## src/rtl/instr_fetch_if.sv

```systemverilog
// Fetch-stage bundle: PC command pins, instruction-memory req/ack, decoder valid/ready and redirect.
// master = instr_fetch, slave = its environment (PC, memory, decoder, execute).
interface instr_fetch_if #(
  parameter int AW = 14,
  parameter int IW = 19
);
  logic          loadPC;
  logic          incPC;
  logic [AW-1:0] pc_address;
  logic [AW-1:0] execadd;
  logic          mem_req;
  logic [AW-1:0] mem_addr;
  logic          mem_ack;
  logic [IW-1:0] mem_rdata;
  logic          ir_valid;
  logic [IW-1:0] ir_data;
  logic [AW-1:0] ir_pc;
  logic          ir_ready;
  logic          redirect;
  logic [AW-1:0] redirect_addr;
  logic          fetch_err;

  modport master (
    output loadPC, incPC, pc_address, mem_req, mem_addr, ir_valid, ir_data, ir_pc, fetch_err,
    input  execadd, mem_ack, mem_rdata, ir_ready, redirect, redirect_addr
  );

  modport slave (
    input  loadPC, incPC, pc_address, mem_req, mem_addr, ir_valid, ir_data, ir_pc, fetch_err,
    output execadd, mem_ack, mem_rdata, ir_ready, redirect, redirect_addr
  );
endinterface

```

## src/rtl/instr_fetch.sv

```systemverilog
// Instruction fetch stage: commands the PC, reads the word at execadd and hands it to the decoder.
// Optional fetch timeout with sticky fetch_err is enabled by defining INSTR_FETCH_TIMEOUT_EN.
module instr_fetch #(
  parameter int AW = 14,
  parameter int IW = 19,
`ifdef INSTR_FETCH_TIMEOUT_EN
  parameter int TIMEOUT = 255,
`endif
  parameter int SETTLE_CYC = 2
) (
  input logic           clk,
  input logic           rst,
  instr_fetch_if.master bus
);
  localparam int CW = (SETTLE_CYC < 2) ? 1 : $clog2(SETTLE_CYC + 1);

  typedef enum logic [1:0] {S_SETTLE, S_FETCH, S_FULL, S_DRAIN} state_e;

  // {loadPC, incPC} encodings understood by the PC
  localparam logic [1:0] CMD_CLEAR = 2'b00;
  localparam logic [1:0] CMD_INC   = 2'b01;
  localparam logic [1:0] CMD_LOAD  = 2'b10;
  localparam logic [1:0] CMD_HOLD  = 2'b11;

  state_e        state_q, state_d;
  logic [CW-1:0] cnt_q, cnt_d;
  logic [1:0]    cmd_q, cmd_d;
  logic [AW-1:0] pc_address_q, pc_address_d;
  logic          mem_req_q, mem_req_d;
  logic [AW-1:0] mem_addr_q, mem_addr_d;
  logic          ir_valid_q, ir_valid_d;
  logic [IW-1:0] ir_data_q, ir_data_d;
  logic [AW-1:0] ir_pc_q, ir_pc_d;

`ifdef INSTR_FETCH_TIMEOUT_EN
  logic [7:0] to_q, to_d;
  logic       err_q, err_d;
  logic       waiting, timed_out;

  always_comb begin
    waiting   = (state_q == S_FETCH) || (state_q == S_DRAIN);
    timed_out = waiting && !bus.mem_ack && (to_q >= 8'(TIMEOUT - 1));
    to_d      = (waiting && !bus.mem_ack && !timed_out) ? to_q + 8'd1 : 8'd0;
    err_d     = err_q | (timed_out && !bus.redirect);
  end
`endif

  // NOTE: every signal written here gets a default first, so no path can infer a latch.
  always_comb begin
    state_d      = state_q;
    cnt_d        = cnt_q;
    cmd_d        = CMD_HOLD;
    pc_address_d = pc_address_q;
    mem_req_d    = mem_req_q;
    mem_addr_d   = mem_addr_q;
    ir_valid_d   = ir_valid_q;
    ir_data_d    = ir_data_q;
    ir_pc_d      = ir_pc_q;

    if (bus.redirect) begin
      cmd_d        = CMD_LOAD;
      pc_address_d = bus.redirect_addr;
    end

    unique case (state_q)
      S_SETTLE: begin
        if (bus.redirect) begin
          cnt_d = CW'(SETTLE_CYC);
        end else if (cnt_q == '0) begin
          state_d    = S_FETCH;
          mem_req_d  = 1'b1;
          mem_addr_d = bus.execadd;
        end else begin
          cnt_d = cnt_q - CW'(1);
        end
      end
      S_FETCH: begin
        if (bus.redirect) begin
          // The word in flight belongs to the old stream: drop it now or drain it later.
          if (bus.mem_ack) begin
            mem_req_d = 1'b0;
            cnt_d     = CW'(SETTLE_CYC);
            state_d   = S_SETTLE;
          end else begin
            state_d = S_DRAIN;
          end
        end else if (bus.mem_ack) begin
          ir_data_d  = bus.mem_rdata;
          ir_pc_d    = mem_addr_q;
          ir_valid_d = 1'b1;
          mem_req_d  = 1'b0;
          state_d    = S_FULL;
        end
      end
      S_FULL: begin
        if (bus.redirect) begin
          ir_valid_d = 1'b0;
          cnt_d      = CW'(SETTLE_CYC);
          state_d    = S_SETTLE;
        end else if (bus.ir_ready) begin
          ir_valid_d = 1'b0;
          cmd_d      = CMD_INC;
          cnt_d      = CW'(SETTLE_CYC);
          state_d    = S_SETTLE;
        end
      end
      S_DRAIN: begin
        if (bus.mem_ack) begin
          mem_req_d = 1'b0;
          cnt_d     = CW'(SETTLE_CYC);
          state_d   = S_SETTLE;
        end
      end
      default: state_d = S_SETTLE;
    endcase

`ifdef INSTR_FETCH_TIMEOUT_EN
    // Give up on the memory: clear the PC so fetching restarts from address 0.
    if (timed_out && !bus.redirect) begin
      cmd_d     = CMD_CLEAR;
      mem_req_d = 1'b0;
      cnt_d     = CW'(SETTLE_CYC);
      state_d   = S_SETTLE;
    end
`endif
  end

  // NOTE: state registers use non-blocking assignments so all of them sample pre-edge values.
  always_ff @(posedge clk) begin
    if (rst) begin
      state_q      <= S_SETTLE;
      cnt_q        <= CW'(SETTLE_CYC);
      cmd_q        <= CMD_CLEAR;
      pc_address_q <= '0;
      mem_req_q    <= 1'b0;
      mem_addr_q   <= '0;
      ir_valid_q   <= 1'b0;
      ir_data_q    <= '0;
      ir_pc_q      <= '0;
    end else begin
      state_q      <= state_d;
      cnt_q        <= cnt_d;
      cmd_q        <= cmd_d;
      pc_address_q <= pc_address_d;
      mem_req_q    <= mem_req_d;
      mem_addr_q   <= mem_addr_d;
      ir_valid_q   <= ir_valid_d;
      ir_data_q    <= ir_data_d;
      ir_pc_q      <= ir_pc_d;
    end
  end

`ifdef INSTR_FETCH_TIMEOUT_EN
  always_ff @(posedge clk) begin
    if (rst) begin
      to_q  <= '0;
      err_q <= 1'b0;
    end else begin
      to_q  <= to_d;
      err_q <= err_d;
    end
  end

  assign bus.fetch_err = err_q;
`else
  assign bus.fetch_err = 1'b0;
`endif

  assign bus.loadPC     = cmd_q[1];
  assign bus.incPC      = cmd_q[0];
  assign bus.pc_address = pc_address_q;
  assign bus.mem_req    = mem_req_q;
  assign bus.mem_addr   = mem_addr_q;
  assign bus.ir_valid   = ir_valid_q;
  assign bus.ir_data    = ir_data_q;
  assign bus.ir_pc      = ir_pc_q;
endmodule

```

## src/flat_wrapper.sv

```systemverilog
// flat-port wrapper written by rule: the top's interface ports become plain ports
module instr_fetch_flat 
#(
  parameter int AW = 14,
  parameter int IW = 19,

  parameter int SETTLE_CYC = 2
)
  (clk, rst, bus_loadPC, bus_incPC, bus_pc_address, bus_mem_req, bus_mem_addr, bus_ir_valid, bus_ir_data, bus_ir_pc, bus_fetch_err, bus_execadd, bus_mem_ack, bus_mem_rdata, bus_ir_ready, bus_redirect, bus_redirect_addr);
  instr_fetch_if #(.AW(AW), .IW(IW)) bus_i ();
  input logic clk;
  input logic rst;
  output wire logic [$bits(bus_i.loadPC)-1:0] bus_loadPC;
  output wire logic [$bits(bus_i.incPC)-1:0] bus_incPC;
  output wire logic [$bits(bus_i.pc_address)-1:0] bus_pc_address;
  output wire logic [$bits(bus_i.mem_req)-1:0] bus_mem_req;
  output wire logic [$bits(bus_i.mem_addr)-1:0] bus_mem_addr;
  output wire logic [$bits(bus_i.ir_valid)-1:0] bus_ir_valid;
  output wire logic [$bits(bus_i.ir_data)-1:0] bus_ir_data;
  output wire logic [$bits(bus_i.ir_pc)-1:0] bus_ir_pc;
  output wire logic [$bits(bus_i.fetch_err)-1:0] bus_fetch_err;
  input wire logic [$bits(bus_i.execadd)-1:0] bus_execadd;
  input wire logic [$bits(bus_i.mem_ack)-1:0] bus_mem_ack;
  input wire logic [$bits(bus_i.mem_rdata)-1:0] bus_mem_rdata;
  input wire logic [$bits(bus_i.ir_ready)-1:0] bus_ir_ready;
  input wire logic [$bits(bus_i.redirect)-1:0] bus_redirect;
  input wire logic [$bits(bus_i.redirect_addr)-1:0] bus_redirect_addr;
  assign bus_loadPC = bus_i.loadPC;
  assign bus_incPC = bus_i.incPC;
  assign bus_pc_address = bus_i.pc_address;
  assign bus_mem_req = bus_i.mem_req;
  assign bus_mem_addr = bus_i.mem_addr;
  assign bus_ir_valid = bus_i.ir_valid;
  assign bus_ir_data = bus_i.ir_data;
  assign bus_ir_pc = bus_i.ir_pc;
  assign bus_fetch_err = bus_i.fetch_err;
  assign bus_i.execadd = bus_execadd;
  assign bus_i.mem_ack = bus_mem_ack;
  assign bus_i.mem_rdata = bus_mem_rdata;
  assign bus_i.ir_ready = bus_ir_ready;
  assign bus_i.redirect = bus_redirect;
  assign bus_i.redirect_addr = bus_redirect_addr;
  instr_fetch #(.AW(AW), .IW(IW), .SETTLE_CYC(SETTLE_CYC)) u_core (.clk(clk), .rst(rst), .bus(bus_i));
endmodule
```

## config.mk

```make
export PLATFORM = sky130hd
export DESIGN_NAME = instr_fetch_flat
export DESIGN_NICKNAME = d
export VERILOG_FILES = /design/src/rtl/instr_fetch_if.sv /design/src/rtl/instr_fetch.sv /design/src/flat_wrapper.sv
export SDC_FILE = /design/constraint.sdc
export NUM_CORES = 1
export LEC_CHECK = 0
export CAP_MARGIN = 10
export CORE_ASPECT_RATIO = 2
export CORE_MARGIN = 2
export CORE_UTILIZATION = 38
export CTS_CLUSTER_DIAMETER = 200
export DETAILED_ROUTE_END_ITERATION = 10
export PLACE_DENSITY = 0.81
export SLEW_MARGIN = 10
export SYNTH_ARGS = -nofsm -noshare
export SYNTH_HDL_FRONTEND = slang
export SYNTH_SLANG_ARGS = --single-unit
```

## constraint.sdc

```tcl
create_clock -name clk -period 4.7 [get_ports clk]
set_input_delay 0.705 -clock clk [delete_from_list [all_inputs] [get_ports clk]]
set_output_delay 0.705 -clock clk [all_outputs]
set_load 0.01 [all_outputs]
```

=== Word level (Yosys, flattened, before mapping) ===
Index checks and enable logic that the tools add are counted.

* Bits in registers: 69
* Bits in latches: 0
* Bits in writable memories: 0
* Memory bits (read-only): 0
* Input port bits: 52
* Output and inout bits: 66
* Logic and storage cells: 64
* Memories: 0

* $add $sub $neg: 1
* Multipliers: 0
* Div/mod/pow operators: 0
* $lt $le $gt $ge: 0
* Equal/unequal tests: 13
* Shifts and indexed selects: 0
* Multiplexer cells: 29
* Bitwise logic cells: 1
* Reductions and logical operators: 11

{| class="wikitable"
|+ Operators with widths
! operator !! count
|-
| 2-bit 2-to-1 mux || 17
|-
| 2-bit case mux with 4 select lines || 2
|-
| 2-bit inequality test (second input constant) || 5
|-
| 3-bit inequality test (second input constant) || 3
|-
| 3-bit AND reduction || 3
|-
| 1-bit 2-to-1 mux || 8
|-
| 4-bit AND reduction || 2
|-
| 5-bit AND reduction || 1
|-
| 2-bit equality test (second input constant) || 2
|-
| 2-bit logical NOT || 2
|-
| 2-bit by 1-bit inequality test with 1-bit output (second input constant) || 2
|-
| 1-bit case mux with 2 select lines || 2
|-
| 2-bit nonzero test || 2
|-
| 2-bit by 1-bit equality test with 1-bit output (second input constant) || 1
|-
| 2-bit OR reduction || 1
|-
| 2-bit by 1-bit subtractor with 2-bit output (second input constant) || 1
|-
| 1-bit NOT || 1
|}

=== Depth between registers and ports, before layout ===
Gate-level depths: netlist (run 1).

* Word-level depth: 4
* Mapped depth: 7
* Depth with buffers taken out: 5

=== Worst setup path after synthesis (run 1) ===
OpenSTA, ideal clock, no wires.

* Path kind: input to register
* Start: input bus_redirect
* End: register u_core.cnt_q[0]
* Arrival time: 1774 ps
* Data required time: 4579 ps
* Path slack: 2805 ps
* Stages on the path: 4
* Path buffers: 1
* Cells stage by stage: buf_6 or4b_1 o311a_2 mux2_4

* Longest elaborated chain between the ends: 2
* Elaborated cells on any way between the ends: 7

{| class="wikitable"
|+ RTL lines
! item !! line !! source
|-
| start: declaration || flat_wrapper.sv:26 || <nowiki>input wire logic [$bits(bus_i.redirect)-1:0] bus_redirect;</nowiki>
|-
| 2-bit 2-to-1 mux (tied with other cells) || instr_fetch.sv:96 || <nowiki>if (bus.redirect) begin</nowiki>
|-
| 2-bit case mux with 4 select lines / 3-bit AND reduction (equally long branches) || - ||
|-
| end signal: assignment || instr_fetch.sv:132 || <nowiki>cnt_q <= CW'(SETTLE_CYC);</nowiki>
|-
| end signal: assignment || instr_fetch.sv:142 || <nowiki>cnt_q <= cnt_d;</nowiki>
|-
| end: declaration || instr_fetch.sv:26 || <nowiki>logic [CW-1:0] cnt_q, cnt_d;</nowiki>
|}

Several ways; a longest one is shown, not always the timed one.
A chain may end at the register's enable or synchronous reset.

=== Worst setup path after layout (run 1) ===
* Start: input bus_redirect
* End: register u_core.ir_data_q[13], in the netlist u_core.bus.ir_data[13]

* Longest elaborated chain between the ends: 2

{| class="wikitable"
|+ RTL lines
! item !! line !! source
|-
| 1-bit NOT (no line) || - ||
|-
| 3-bit AND reduction (no line) || - ||
|-
| end signal: assignment || instr_fetch.sv:148 || <nowiki>ir_data_q <= ir_data_d;</nowiki>
|-
| end: declaration || instr_fetch.sv:32 || <nowiki>logic [IW-1:0] ir_data_q, ir_data_d;</nowiki>
|}

Every way passes these cells.

==> results of run 1 <==
-- layout make-up --
class | instances | area (µm²)
clock buffers | 14 | 274
clock inverters | 1 | 5.00
fillers | 579 | 2530
inverters | 3 | 11.3
multi-input cells | 207 | 1070
flip-flops and latches | 69 | 1380
well taps | 88 | 110
repair buffers | 120 | 1190
-- through the flow --
step	worst slack [ns]	area (µm²)	util (%)	instances	hold WS, ns
after global routing	1.69	4040	61.5	502	0.472
after detailed placement	1.57	3760	57.2	487	0.446
after CTS	1.90	4040	61.5	502	0.453
final	1.92	4040	61.5	502	0.450
after floorplan	2.80	2570	-	304	0.481
after global placement	1.65	3760	57.2	487	0.441
-- worst max path at each step --
stage,endpoint,slack (ns),cells past startpoint
5_1_grt,u_core.bus.ir_data[13],1.69,5
4_1_cts,u_core.bus.ir_data[13],1.90,5
3_3_place_gp,u_core.bus.ir_data[5],1.65,5
6_report,u_core.bus.ir_data[13],1.92,5
2_1_floorplan,u_core.cnt_q[0],2.80,4
3_5_place_dp,u_core.bus.ir_data[13],1.57,5
-- placed cells by master (no fill, tap or decap), types with 2 or more instances in the layout --
cell type and instances:
or4b_1 2, buf_4 4, nand2b_1 2, clkbuf_16 9
clkbuf_1 2, nor3b_1 2, nand2_1 95, clkbuf_8 3
mux2i_1 15, nor2_1 22, dfxtp_1 69, inv_1 3
a21oi_1 50, o21ai_0 2, clkdlybuf4s50_1 115
-- state kept, by name (all words and copies together), names as in the netlist --
signal and count:
u_core.bus.ir_pc 14, u_core.bus.mem_addr 14, u_core.cmd_q 2, u_core.bus.ir_valid 1, u_core.state_q 2, u_core.bus.mem_req 1
u_core.bus.pc_address 14, u_core.cnt_q 2, u_core.bus.ir_data 19
-- kinds of logic after synthesis --
group	after synthesis	synth area share, %
simple gates	131	22.0
compound gates	58	12.0
buf+inv	28	5.21
mux	16	6.42
fa+ha+maj	1	0.487
flops	69	53.7
other cells	1	0.146
-- worst max-delay path, cell delays in order --
cell	delay, ns
clkdlybuf4s50_1	0.82
nor4bb_4	0.90
buf_4	0.36
nand2_1	0.10
a21oi_1	0.13
-- power breakdown --
group | internal (mW) | switching (mW)
sequential | 0.606 | 0.0156
clock | 0.396 | 0.223
combinational | 0.0926 | 0.0645
total | 1.09 | 0.303
-- routing by layer --
layer	share of wire [%]	track usage, %	vias to the layer above	wire [µm]
met2	55	33.6	85	3620
met4	2.9	9.58	0	194
met1	36	18.3	1084	2390
li1	-	-	1202	-
met3	5.9	5.21	16	390
met5	0	0	-	0
==> flow_metrics.tcl, run 1 <==
set metrics [dict create \
    outcome "completed" \
    whs_path_depth 2 \
    final_hold_viol_count 0 \
    max_freq_mhz 360 \
    r2r-end "u_core.bus.ir_data[13]" \
    cap_violations 0 \
    synth.largest_area_cell "dfxtp_1" \
    fin_crit_sh_pct 59.1 \
    root_buffer "clkbuf_16" \
    r2r-start "u_core.state_q[0]" \
    synth.avg_cell_area_um2 8.46 \
    initial_core_util_pct 39.1 \
    boundaryPins 118 \
    ys.flop_type "dfxtp_1" \
    drc 0 \
    grt_pass1_wl_mm 10.7 \
    path_class "input port to flop" \
    fin_nets 463 \
    io_buffers 116 \
    ys_async_sr_fraction_pct 0 \
    drt_wl_total_mm 6.60 \
    rr_worst_depth 4 \
    rsz0062_at_grt "false" \
    hp-start "u_core.bus.ir_data[12]" \
    synthMostInstantiatedCell "nand2_1" \
    syn-num-nets 357 \
    worstMarginPinSlew_ns 0.850 \
    synth_cell_types 31 \
    grt_usage_pct 18.2 \
    num_rows 42 \
    cts_sinks 69 \
    critPathMaxFanout 19 \
    gp_congestion 0.775 \
    ant_nets 0 \
    fin_tns_setup_ns 0 \
    overflow 0 \
    yosysTopAreaCellShare_pct 53.7 \
    worstHoldPathType "flop to flop" \
    end_kind "flop" \
    synth_seq_cells 69 \
    cts_setup_buffers 0 \
    timing.final.crit_period_ns 2.78 \
    grt_max_degree 39 \
    fin_skew_ns 0.00571 \
    synth.area.top_cells "dfxtp_1, nand2_1, a21oi_1" \
    cts_hold_buf 0 \
    area_growth_pct 57.1 \
    whs_endpoint "u_core.bus.ir_data[12]" \
    path_clk_slew_ns 0.05 \
    synthCells 304 \
    ys_seq_area_share_pct 53.7 \
    cp-start-kind "input port" \
    h-tree-depth 3 \
    die-area_um2 7480 \
    p_total_mw 1.40 \
    die_height_um 120 \
    die_w_um 62.2 \
    grt_pass1_vias 2246 \
    slew_violations 0 \
    cts_tree "built" \
    drive_above_1_share_pct 5.31 \
    drt_first_pass_iters 4 \
    cts-buffers-inserted 9 \
    synth_edf_count 0 \
    vias_per_cell 4.75 \
    finalSetupViolCount 0 \
    ys_top_cells_by_count "nand2_1, dfxtp_1, a21oi_1" \
    leakagePower_nw 1.44 \
    arrival_ns 3.03 \
    slew_headroom_pct 43.1 \
    wl_per_cell_um 13.1 \
    startpoint "bus_redirect" \
    antenna_found_initial 0 \
    syn_area_um2 2570 \
    place_hpwl_mm 4.71 \
    num_vias 2387 \
    rrSetupSlack_ns 2.51 \
    powerDensity_nw_per_um2 346 \
    fp.coreArea_um2 6570 \
    max-clock-path-buffers 2 \
    drt_iter0_markers 62 \
    clkLatencyLatePin_ns 0.32 \
    required_ns 4.95 \
    peakVddDrop_mv 0.252 \
    antenna_cells 0 \
    cts_resized 0 \
    ys_warn_count 0 \
]
Power figures use the tool's default switching activity.
==> run 2: changes to the inputs <==
- CORE_UTILIZATION: 38 -> 37
- PLACE_DENSITY: 0.81 -> 0.82
- clock period: 4.7 -> 2.5 ns (I/O delays scaled with it)
==> flow_metrics.tcl, run 2 (synthesis gave the netlist of run 1 again) <==
set metrics [dict create \
    outcome "completed" \
    die_w_um 62.9 \
    fin_nets 465 \
    area_growth_pct 59.6 \
    final_hold_viol_count 0 \
    fin_skew_ns 0.00409 \
    max_freq_mhz 542 \
    die_height_um 122 \
    largest_reg_flops 19 \
    fp.coreArea_um2 6830 \
    h-tree-depth 3 \
    num_rows 43 \
    place_hpwl_mm 4.36 \
    cts_resized 0 \
    rsz0062_at_grt "false" \
    cts_hold_buf 0 \
    die-area_um2 7670 \
    wl_per_cell_um 12.6 \
    timing.final.crit_period_ns 1.85 \
    grt_usage_pct 17.6 \
    cts_setup_buffers 0 \
    path_clk_slew_ns 0.05 \
    io_buffers 116 \
    gp_congestion 0.740 \
    mostFrequentLayoutCells "clkdlybuf4s50_1, nand2_1, dfxtp_1" \
    required_ns 2.70 \
    vias_per_cell 4.70 \
    boundaryPins 118 \
    cp-start-kind "input port" \
    max-clock-path-buffers 2 \
    finalSetupViolCount 0 \
    root_buffer "clkbuf_16" \
    grt_pass1_vias 2269 \
    cap_violations 0 \
    fin_tns_setup_ns 0 \
    peakVddDrop_mv 0.440 \
    worstMarginPinSlew_ns 0.523 \
    drc 0 \
    num_vias 2384 \
    grt_pass1_wl_mm 10.6 \
    powerDensity_nw_per_um2 670 \
    leakagePower_nw 1.47 \
    antenna_cells 0 \
    cts_tree "built" \
    clkLatencyLatePin_ns 0.32 \
    ant_nets 0 \
    path_class "input port to flop" \
    antenna_found_initial 0 \
    arrival_ns 2.05 \
    critPathMaxFanout 15 \
    final_common_cell "clkdlybuf4s50_1" \
    end_kind "flop" \
    slew_violations 0 \
    cts_sinks 69 \
    cts-buffers-inserted 9 \
    drt_first_pass_iters 4 \
    worstHoldPathType "input port to flop" \
    drt_iter0_markers 138 \
    slew_headroom_pct 65.1 \
    grt_max_degree 56 \
    drive_above_1_share_pct 6.24 \
    fin_crit_sh_pct 73.8 \
    final_util_pct 60.0 \
    drt_wl_total_mm 6.39 \
    overflow 0 \
    initial_core_util_pct 37.6 \
    fillCellCount 613 \
]
==> run 2: cell count changes in the layout (fill, tap and decap cells not counted) <==
cell / before / now
clkinvlp_4: 0 / 1
buf_4: 4 / 5
bufinv_16: 0 / 1
buf_12: 0 / 1
clkbuf_1: 2 / 1
==> run 2: final cells by class <==
cell class	count	area [µm²]	share of cell area, %
clock inverters	3	42.5	1.04
well taps	90	113	2.74
flip-flops and latches	69	1380	33.7
inverters	3	11.3	0.274
repair buffers	122	1210	29.6
clock buffers	13	270	6.59
multi-input cells	207	1070	26.1
==> run 2: final timing paths <==
path	cells past startpoint	endpoint	from	slack, ns
setup / recovery	4	u_core.bus.mem_addr[12]	bus_redirect	0.65
hold / removal	2	u_core.bus.pc_address[4]	rst	0.44
setup reg to reg	5	u_core.bus.mem_addr[12]	u_core.cnt_q[0]	0.78
hold reg to reg	2	u_core.bus.ir_data[9]	u_core.bus.ir_data[9]	0.45
==> run 2: per-layer routing <==
metal	track usage (%)	vias to the layer above	wire length [µm]
met3	9.14	6	760
li1	-	1208	-
met2	26.3	107	2840
met1	21.2	1063	2730
met5	0	-	0
met4	7.08	0	66
==> run 2: where the power goes <==
part           total (mW)  switching [mW]  internal [mW]
clock network        1.28           0.431          0.851
logic               0.298           0.120          0.178
registers            1.17          0.0295           1.14
==> run 2: metrics by stage <==
step	hold slack (ns)	setup slack [ns]	area [µm²]	cells	power [mW]
final	0.437	0.654	4100	507	2.75
after global routing	0.446	0.548	4100	507	2.87
after CTS	0.425	0.668	4100	507	2.79
after detailed placement	0.447	0.335	3790	491	1.49
after global placement	0.440	0.367	3790	491	1.49
after floorplan	0.481	0.935	2570	304	1.32
==> run 2: worst max-delay path, stage by stage <==
cell             delay [ns]
clkdlybuf4s50_1        0.56
or4b_1                 0.85
nand2_1                0.18
a21oi_1                0.08
